`config.mk`:
```
export PLATFORM = sky130hd
export DESIGN_NAME = zscale_ahb_arbiter
export DESIGN_NICKNAME = d
export VERILOG_FILES = /design/src/rtl/zscale_ahb_arbiter.sv
export SDC_FILE = /design/constraint.sdc
export NUM_CORES = 1
export LEC_CHECK = 0
export BUFFER_PORTS_ARGS = -buffer_cell sky130_fd_sc_hd__buf_2
export CELL_PAD_IN_SITES_DETAIL_PLACEMENT = 1
export CELL_PAD_IN_SITES_GLOBAL_PLACEMENT = 1
export CORE_MARGIN = 5
export CORE_UTILIZATION = 31
export DETAILED_ROUTE_END_ITERATION = 10
export HOLD_SLACK_MARGIN = 0.12
export PLACE_DENSITY = 0.79
export SYNTH_ARGS = -nofsm -noshare
export SYNTH_HDL_FRONTEND = slang
export SYNTH_SLANG_ARGS = --single-unit
```
`constraint.sdc`:
```
create_clock -name clock -period 2 [get_ports clock]
set_clock_uncertainty 0.1 [all_clocks]
set_input_delay 0 -clock clock [delete_from_list [all_inputs] [get_ports clock]]
set_output_delay 0 -clock clock [all_outputs]
set_load 0.01 [all_outputs]
```
`src/rtl/zscale_ahb_arbiter.sv`:
```
// Two-master AHB-Lite arbiter: buffers one address phase per Zscale master (imem/dmem),
// replays the winner on a single slave port and steers the data phase back to its owner.
module zscale_ahb_arbiter #(
  parameter int unsigned XLen          = 32,
  parameter bit          DMEM_PRIORITY = 1'b1
) (
  input  logic            clock,
  input  logic            reset,
  input  logic [1:0]      io_imem_htrans,
  input  logic [XLen-1:0] io_imem_haddr,
  input  logic            io_imem_hwrite,
  input  logic [2:0]      io_imem_hsize,
  input  logic [2:0]      io_imem_hburst,
  input  logic [3:0]      io_imem_hprot,
  input  logic            io_imem_hmastlock,
  input  logic [XLen-1:0] io_imem_hwdata,
  output logic [XLen-1:0] io_imem_hrdata,
  output logic            io_imem_hready,
  output logic            io_imem_hresp,
  input  logic [1:0]      io_dmem_htrans,
  input  logic [XLen-1:0] io_dmem_haddr,
  input  logic            io_dmem_hwrite,
  input  logic [2:0]      io_dmem_hsize,
  input  logic [2:0]      io_dmem_hburst,
  input  logic [3:0]      io_dmem_hprot,
  input  logic            io_dmem_hmastlock,
  input  logic [XLen-1:0] io_dmem_hwdata,
  output logic [XLen-1:0] io_dmem_hrdata,
  output logic            io_dmem_hready,
  output logic            io_dmem_hresp,
  output logic [1:0]      io_slv_htrans,
  output logic [XLen-1:0] io_slv_haddr,
  output logic            io_slv_hwrite,
  output logic [2:0]      io_slv_hsize,
  output logic [2:0]      io_slv_hburst,
  output logic [3:0]      io_slv_hprot,
  output logic            io_slv_hmastlock,
  output logic [XLen-1:0] io_slv_hwdata,
  input  logic [XLen-1:0] io_slv_hrdata,
  input  logic            io_slv_hready,
  input  logic            io_slv_hresp
);

  typedef enum logic [1:0] {SEL_NONE = 2'd0, SEL_I = 2'd1, SEL_D = 2'd2} sel_e;

  typedef struct packed {
    logic [XLen-1:0] addr;
    logic            write;
    logic [2:0]      size;
    logic [3:0]      prot;
    logic            lock;
  } req_t;

  logic i_pend_q, i_pend_d, d_pend_q, d_pend_d;
  req_t i_req_q, i_req_d, d_req_q, d_req_d;
  sel_e owner_q, owner_d, hold_q, hold_d, rr_last_q, rr_last_d;
  sel_e arb, addr_sel;
  logic imem_rdy, dmem_rdy, i_cap, d_cap;

  logic unused_ok;
  assign unused_ok = ^{io_imem_hburst, io_dmem_hburst, io_imem_htrans[0], io_dmem_htrans[0]};

  always_ff @(posedge clock) begin
    if (reset) begin
      i_pend_q  <= 1'b0;
      d_pend_q  <= 1'b0;
      i_req_q   <= '0;
      d_req_q   <= '0;
      owner_q   <= SEL_NONE;
      hold_q    <= SEL_NONE;
      rr_last_q <= SEL_I;
    end else begin
      i_pend_q  <= i_pend_d;
      d_pend_q  <= d_pend_d;
      i_req_q   <= i_req_d;
      d_req_q   <= d_req_d;
      owner_q   <= owner_d;
      hold_q    <= hold_d;
      rr_last_q <= rr_last_d;
    end
  end

  // A NONSEQ already shown during a slave wait state stays on the bus until accepted,
  // even if a higher-priority request is buffered meanwhile.
  always_comb begin
    arb = SEL_NONE;
    if (i_pend_q && d_pend_q)
      arb = (DMEM_PRIORITY || rr_last_q == SEL_I) ? SEL_D : SEL_I;
    else if (d_pend_q)
      arb = SEL_D;
    else if (i_pend_q)
      arb = SEL_I;
    addr_sel = (hold_q != SEL_NONE) ? hold_q : arb;
  end

  always_comb begin
    i_cap     = !i_pend_q && imem_rdy && io_imem_htrans[1];
    d_cap     = !d_pend_q && dmem_rdy && io_dmem_htrans[1];
    i_pend_d  = i_pend_q;
    d_pend_d  = d_pend_q;
    i_req_d   = i_req_q;
    d_req_d   = d_req_q;
    owner_d   = owner_q;
    rr_last_d = rr_last_q;
    hold_d    = SEL_NONE;
    if (io_slv_hready) begin
      owner_d = addr_sel;
      if (addr_sel != SEL_NONE) rr_last_d = addr_sel;
      if (addr_sel == SEL_I) i_pend_d = 1'b0;
      if (addr_sel == SEL_D) d_pend_d = 1'b0;
    end else begin
      hold_d = addr_sel;
    end
    if (i_cap) begin
      i_pend_d = 1'b1;
      i_req_d  = '{addr: io_imem_haddr, write: io_imem_hwrite, size: io_imem_hsize,
                   prot: io_imem_hprot, lock: io_imem_hmastlock};
    end
    if (d_cap) begin
      d_pend_d = 1'b1;
      d_req_d  = '{addr: io_dmem_haddr, write: io_dmem_hwrite, size: io_dmem_hsize,
                   prot: io_dmem_hprot, lock: io_dmem_hmastlock};
    end
  end

  always_comb begin
    io_slv_htrans    = 2'b00;
    io_slv_haddr     = '0;
    io_slv_hwrite    = 1'b0;
    io_slv_hsize     = '0;
    io_slv_hprot     = '0;
    io_slv_hmastlock = 1'b0;
    io_slv_hburst    = 3'b000;
    case (addr_sel)
      SEL_I: begin
        io_slv_htrans    = 2'b10;
        io_slv_haddr     = i_req_q.addr;
        io_slv_hwrite    = i_req_q.write;
        io_slv_hsize     = i_req_q.size;
        io_slv_hprot     = i_req_q.prot;
        io_slv_hmastlock = i_req_q.lock;
      end
      SEL_D: begin
        io_slv_htrans    = 2'b10;
        io_slv_haddr     = d_req_q.addr;
        io_slv_hwrite    = d_req_q.write;
        io_slv_hsize     = d_req_q.size;
        io_slv_hprot     = d_req_q.prot;
        io_slv_hmastlock = d_req_q.lock;
      end
      default: ;
    endcase

    io_slv_hwdata = '0;
    if (owner_q == SEL_I) io_slv_hwdata = io_imem_hwdata;
    if (owner_q == SEL_D) io_slv_hwdata = io_dmem_hwdata;

    imem_rdy       = i_pend_q ? 1'b0 : ((owner_q == SEL_I) ? io_slv_hready : 1'b1);
    dmem_rdy       = d_pend_q ? 1'b0 : ((owner_q == SEL_D) ? io_slv_hready : 1'b1);
    io_imem_hready = imem_rdy;
    io_dmem_hready = dmem_rdy;
    io_imem_hresp  = (owner_q == SEL_I) ? io_slv_hresp : 1'b0;
    io_dmem_hresp  = (owner_q == SEL_D) ? io_slv_hresp : 1'b0;
    io_imem_hrdata = io_slv_hrdata;
    io_dmem_hrdata = io_slv_hrdata;
  end

endmodule
```
==> metrics.yaml <==
placed_design:
  dpl.hpwl_um: 14300
  gp_congestion: 0.753
  dp_slack_ns: 0.200
  port-buffer-count: 229
sta:
  post-route-period-util_pct: 97.6
  period_needed_ns: 1.95
  hold_viol_final: 0
  finalSetupViolCount: 0
  rsz0062_at_grt: "true"
  drv_slew: 0
  hold_slack_ns: 0.204
  layout_setup_ws_ns: 0.0489
  clock.fmax_mhz: 513
logic_synthesis:
  yosysWarnings: 0
  ys_types: 24
  synth_cells: 599
  synth_area_per_cell_sq_um: 9.11
  ys_ff_latch: 88
  synthesis.area_sq_um: 5460
  ys_seq_area_share_pct: 32.3
min_path:
  hold_class: "in -> out"
  hp-start: "io_imem_hwdata[3]"
  holdPathStages: 3
grt:
  grt_max_degree: 53
  antenna_found_initial: 5
  grt.total_usage_pct: 20.5
  grt_overflow_total: 0
  first_global_vias: 5894
  grt_pass1_wl_um: 32800
floorplan:
  die_h_um: 143
  die_w_um: 143
  core-area_sq_um: 17300
  num_rows: 48
  dieArea_sq_um: 20400
  initial_core_util_pct: 31.5
  ios: 338
outcome:
  status: "completed"
worst_setup_path:
  crit_family: "flip-flops"
  r2r-end: "d_req_q[32]$_SDFFE_PP0P_"
  cp_max_fo: 26
  cp_slowest_cell: "dfxtp_4"
  cp_cell_sequence: "nor3b_4 -> nor2_4 -> ha_4 -> buf_12 -> a22oi_2 -> nor2_2 -> buf_2"
  required_ns: 1.90
  path_buf_inv: 2
  critPathKind: "reg -> out"
  endpoint: "io_slv_hsize[0]"
  cp_data_arrival_time_ns: 1.85
  max_stage_delay_ns: 0.38
  startpoint: "d_pend_q$_SDFFE_PP0P_"
  r2r-start: "owner_q[1]$_SDFFE_PP0P_"
  worstSetupPathDepth: 7
  endpoint_kind: "output port"
  ff2ff_path_depth: 4
  rrSetupSlack_ns: 0.22
  startpoint_type: "flop"
route:
  drt_iter0_drc: 159
  wl_per_cell_um: 20.2
  ant_nets: 0
  viasPerCell: 4.75
  drt_pass1_iterations: 4
  drc: 0
  wirelength_um: 22200
  vias: 5214
final_layout:
  final.fill_count: 2021
  nNetsFinal: 1058
  area_growth_pct: 47.3
  regArea_sq_um: 1770
  layout-drive-gt1-share_pct: 34.8
  multi_input_area_sq_um: 3010
clock_tree:
  clk_path_buf_depth: 2
  htree_levels: 3
  cts_buffers: 9
  tritoncts: "done"
  cts_sinks: 88
  clk_pin_slew_ns: 0.07
  cts_root_buf: "clkbuf_16"
  worstSkewPairLatency_ns: 0.34
power:
  p_per_area_nw_per_um2: 649
  irDropWorstVdd_v: 0.000467
  p_leak_nw: 3.58
flow_run:
  maxCapViolations: 0
==> cells in the final DEF (no fill, tap or decap) <==
cell type and n:
bufinv_16 1, and2_1 2, dlygate4sd3_1 119, dfxtp_1 85, inv_2 1, clkinv_2 1, diode_2 5, mux2i_1 82
dfxtp_4 1, nor2b_4 2, a21oi_4 1, a21boi_0 2, nand2b_1 124, clkinv_4 1, nor2_2 4, nor3_1 2
clkbuf_1 1, nor3b_4 3, buf_4 14, conb_1 4, buf_2 228, or2b_1 40, nor2_1 41, clkbuf_16 10
inv_1 3, nor3b_2 2, buf_12 10, a22o_1 32, ha_4 2, clkinvlp_4 2, nor2_4 1, a22oi_2 14
o21ba_2 2, dfxtp_2 2, a211oi_1 2, a22oi_1 27
==> Yosys cell counts (all sizes together) <==
library cell	count	area share [%]
nand2b	124	14
buf	88	13
dfxtp	88	32
mux2i	82	15
nor2	46	3.2
a22oi	41	5.6
or2b	40	5.5
clkbuf	33	2.3
a22o	32	5.1
nor3b	5	1.1
inv	4	0.28
a211oi	2	0.28
a21boi	2	0.28
and2	2	0.23
ha	2	0.46
nor2b	2	0.23
nor3	2	0.18
o21ba	2	0.37
a21oi	1	0.092
conb	1	0.069
==> layer usage <==
metal	track usage (%)	share of wire [%]	vias to the layer above
met5	0	0	-
met4	7.10	2.2	0
met3	4.59	5.6	35
met2	39.8	56	204
met1	21.5	37	2510
li1	-	-	2465
==> final cells by class <==
cell class / count / share of cell area, %
Clock inverter: 5 / 0.732
Multi-Input combinational cell: 389 / 37.4
Inverter: 4 / 0.187
Sequential cell: 88 / 22.0
Tap cell: 225 / 3.50
Clock buffer: 10 / 2.85
Antenna cell: 5 / 0.156
Timing Repair Buffer: 372 / 33.1
==> power breakdown <==
part           internal [mW]  switching, mW  leakage [nW]  total, mW
Combinational          0.778          0.774          2.72       1.55
Clock                  0.963          0.720         0.135       1.68
Sequential              1.89         0.0887         0.725       1.98
==> worst min-delay path by stage <==
stage                                     endpoint
final                             io_slv_hwdata[3]
after floorplan                  io_dmem_hrdata[0]
after global placement           io_dmem_hrdata[0]
after detailed placement         io_dmem_hrdata[0]
after CTS                        io_slv_hwdata[31]
after global routing      i_req_q[30]$_SDFFE_PP0P_
==> kinds of logic (layout without fill, tap and decap cells) <==
family | Yosys count | count (layout) | share of synthesized area, %
buf+inv | 125 | 391 | 15.8
flops | 88 | 88 | 32.3
compound gates | 80 | 80 | 11.8
simple gates | 221 | 221 | 24.6
fa+ha+maj | 2 | 2 | 0.459
mux | 82 | 82 | 15.0
other cells | 1 | 9 | 0.0687
==> state kept, by name, indices dropped and copies added (netlist names) <==
signal    flops
d_req_q      41
i_req_q      41
hold_q        2
owner_q       2
d_pend_q      1
i_pend_q      1
==> worst register-to-register path: cells and delay by family, from the launching register on <==
family	cells	cell delay, ns
flops	1	0.37
simple gates	2	0.48
buf+inv	1	0.56
mux	1	0.22
==> stage by stage <==
step	total power, mW	std cells	TNS [ns]	util, %	area, sq um
after global placement	3.18	954	0	36.7	6340
after CTS	5.16	1088	-0.00145	45.5	7870
after floorplan	2.84	602	0	-	5470
after detailed placement	3.21	954	0	36.7	6340
final	5.21	1098	0	46.5	8040
after global routing	5.46	1098	-0.497	46.5	8040
==> repair_timing <==
| action | CTS | global route |
|---|---|---|
| endpoints found under the hold margin | 152 | 0 |
| buffers inserted | 0 | 4 |
| gates resized for setup | 11 | 22 |
| endpoints found under the setup margin | 42 | 66 |
| gates cloned | 0 | 1 |
| hold buffers | 119 | 0 |
| pin swaps | 2 | 5 |
(Power assumes the default switching activity.)
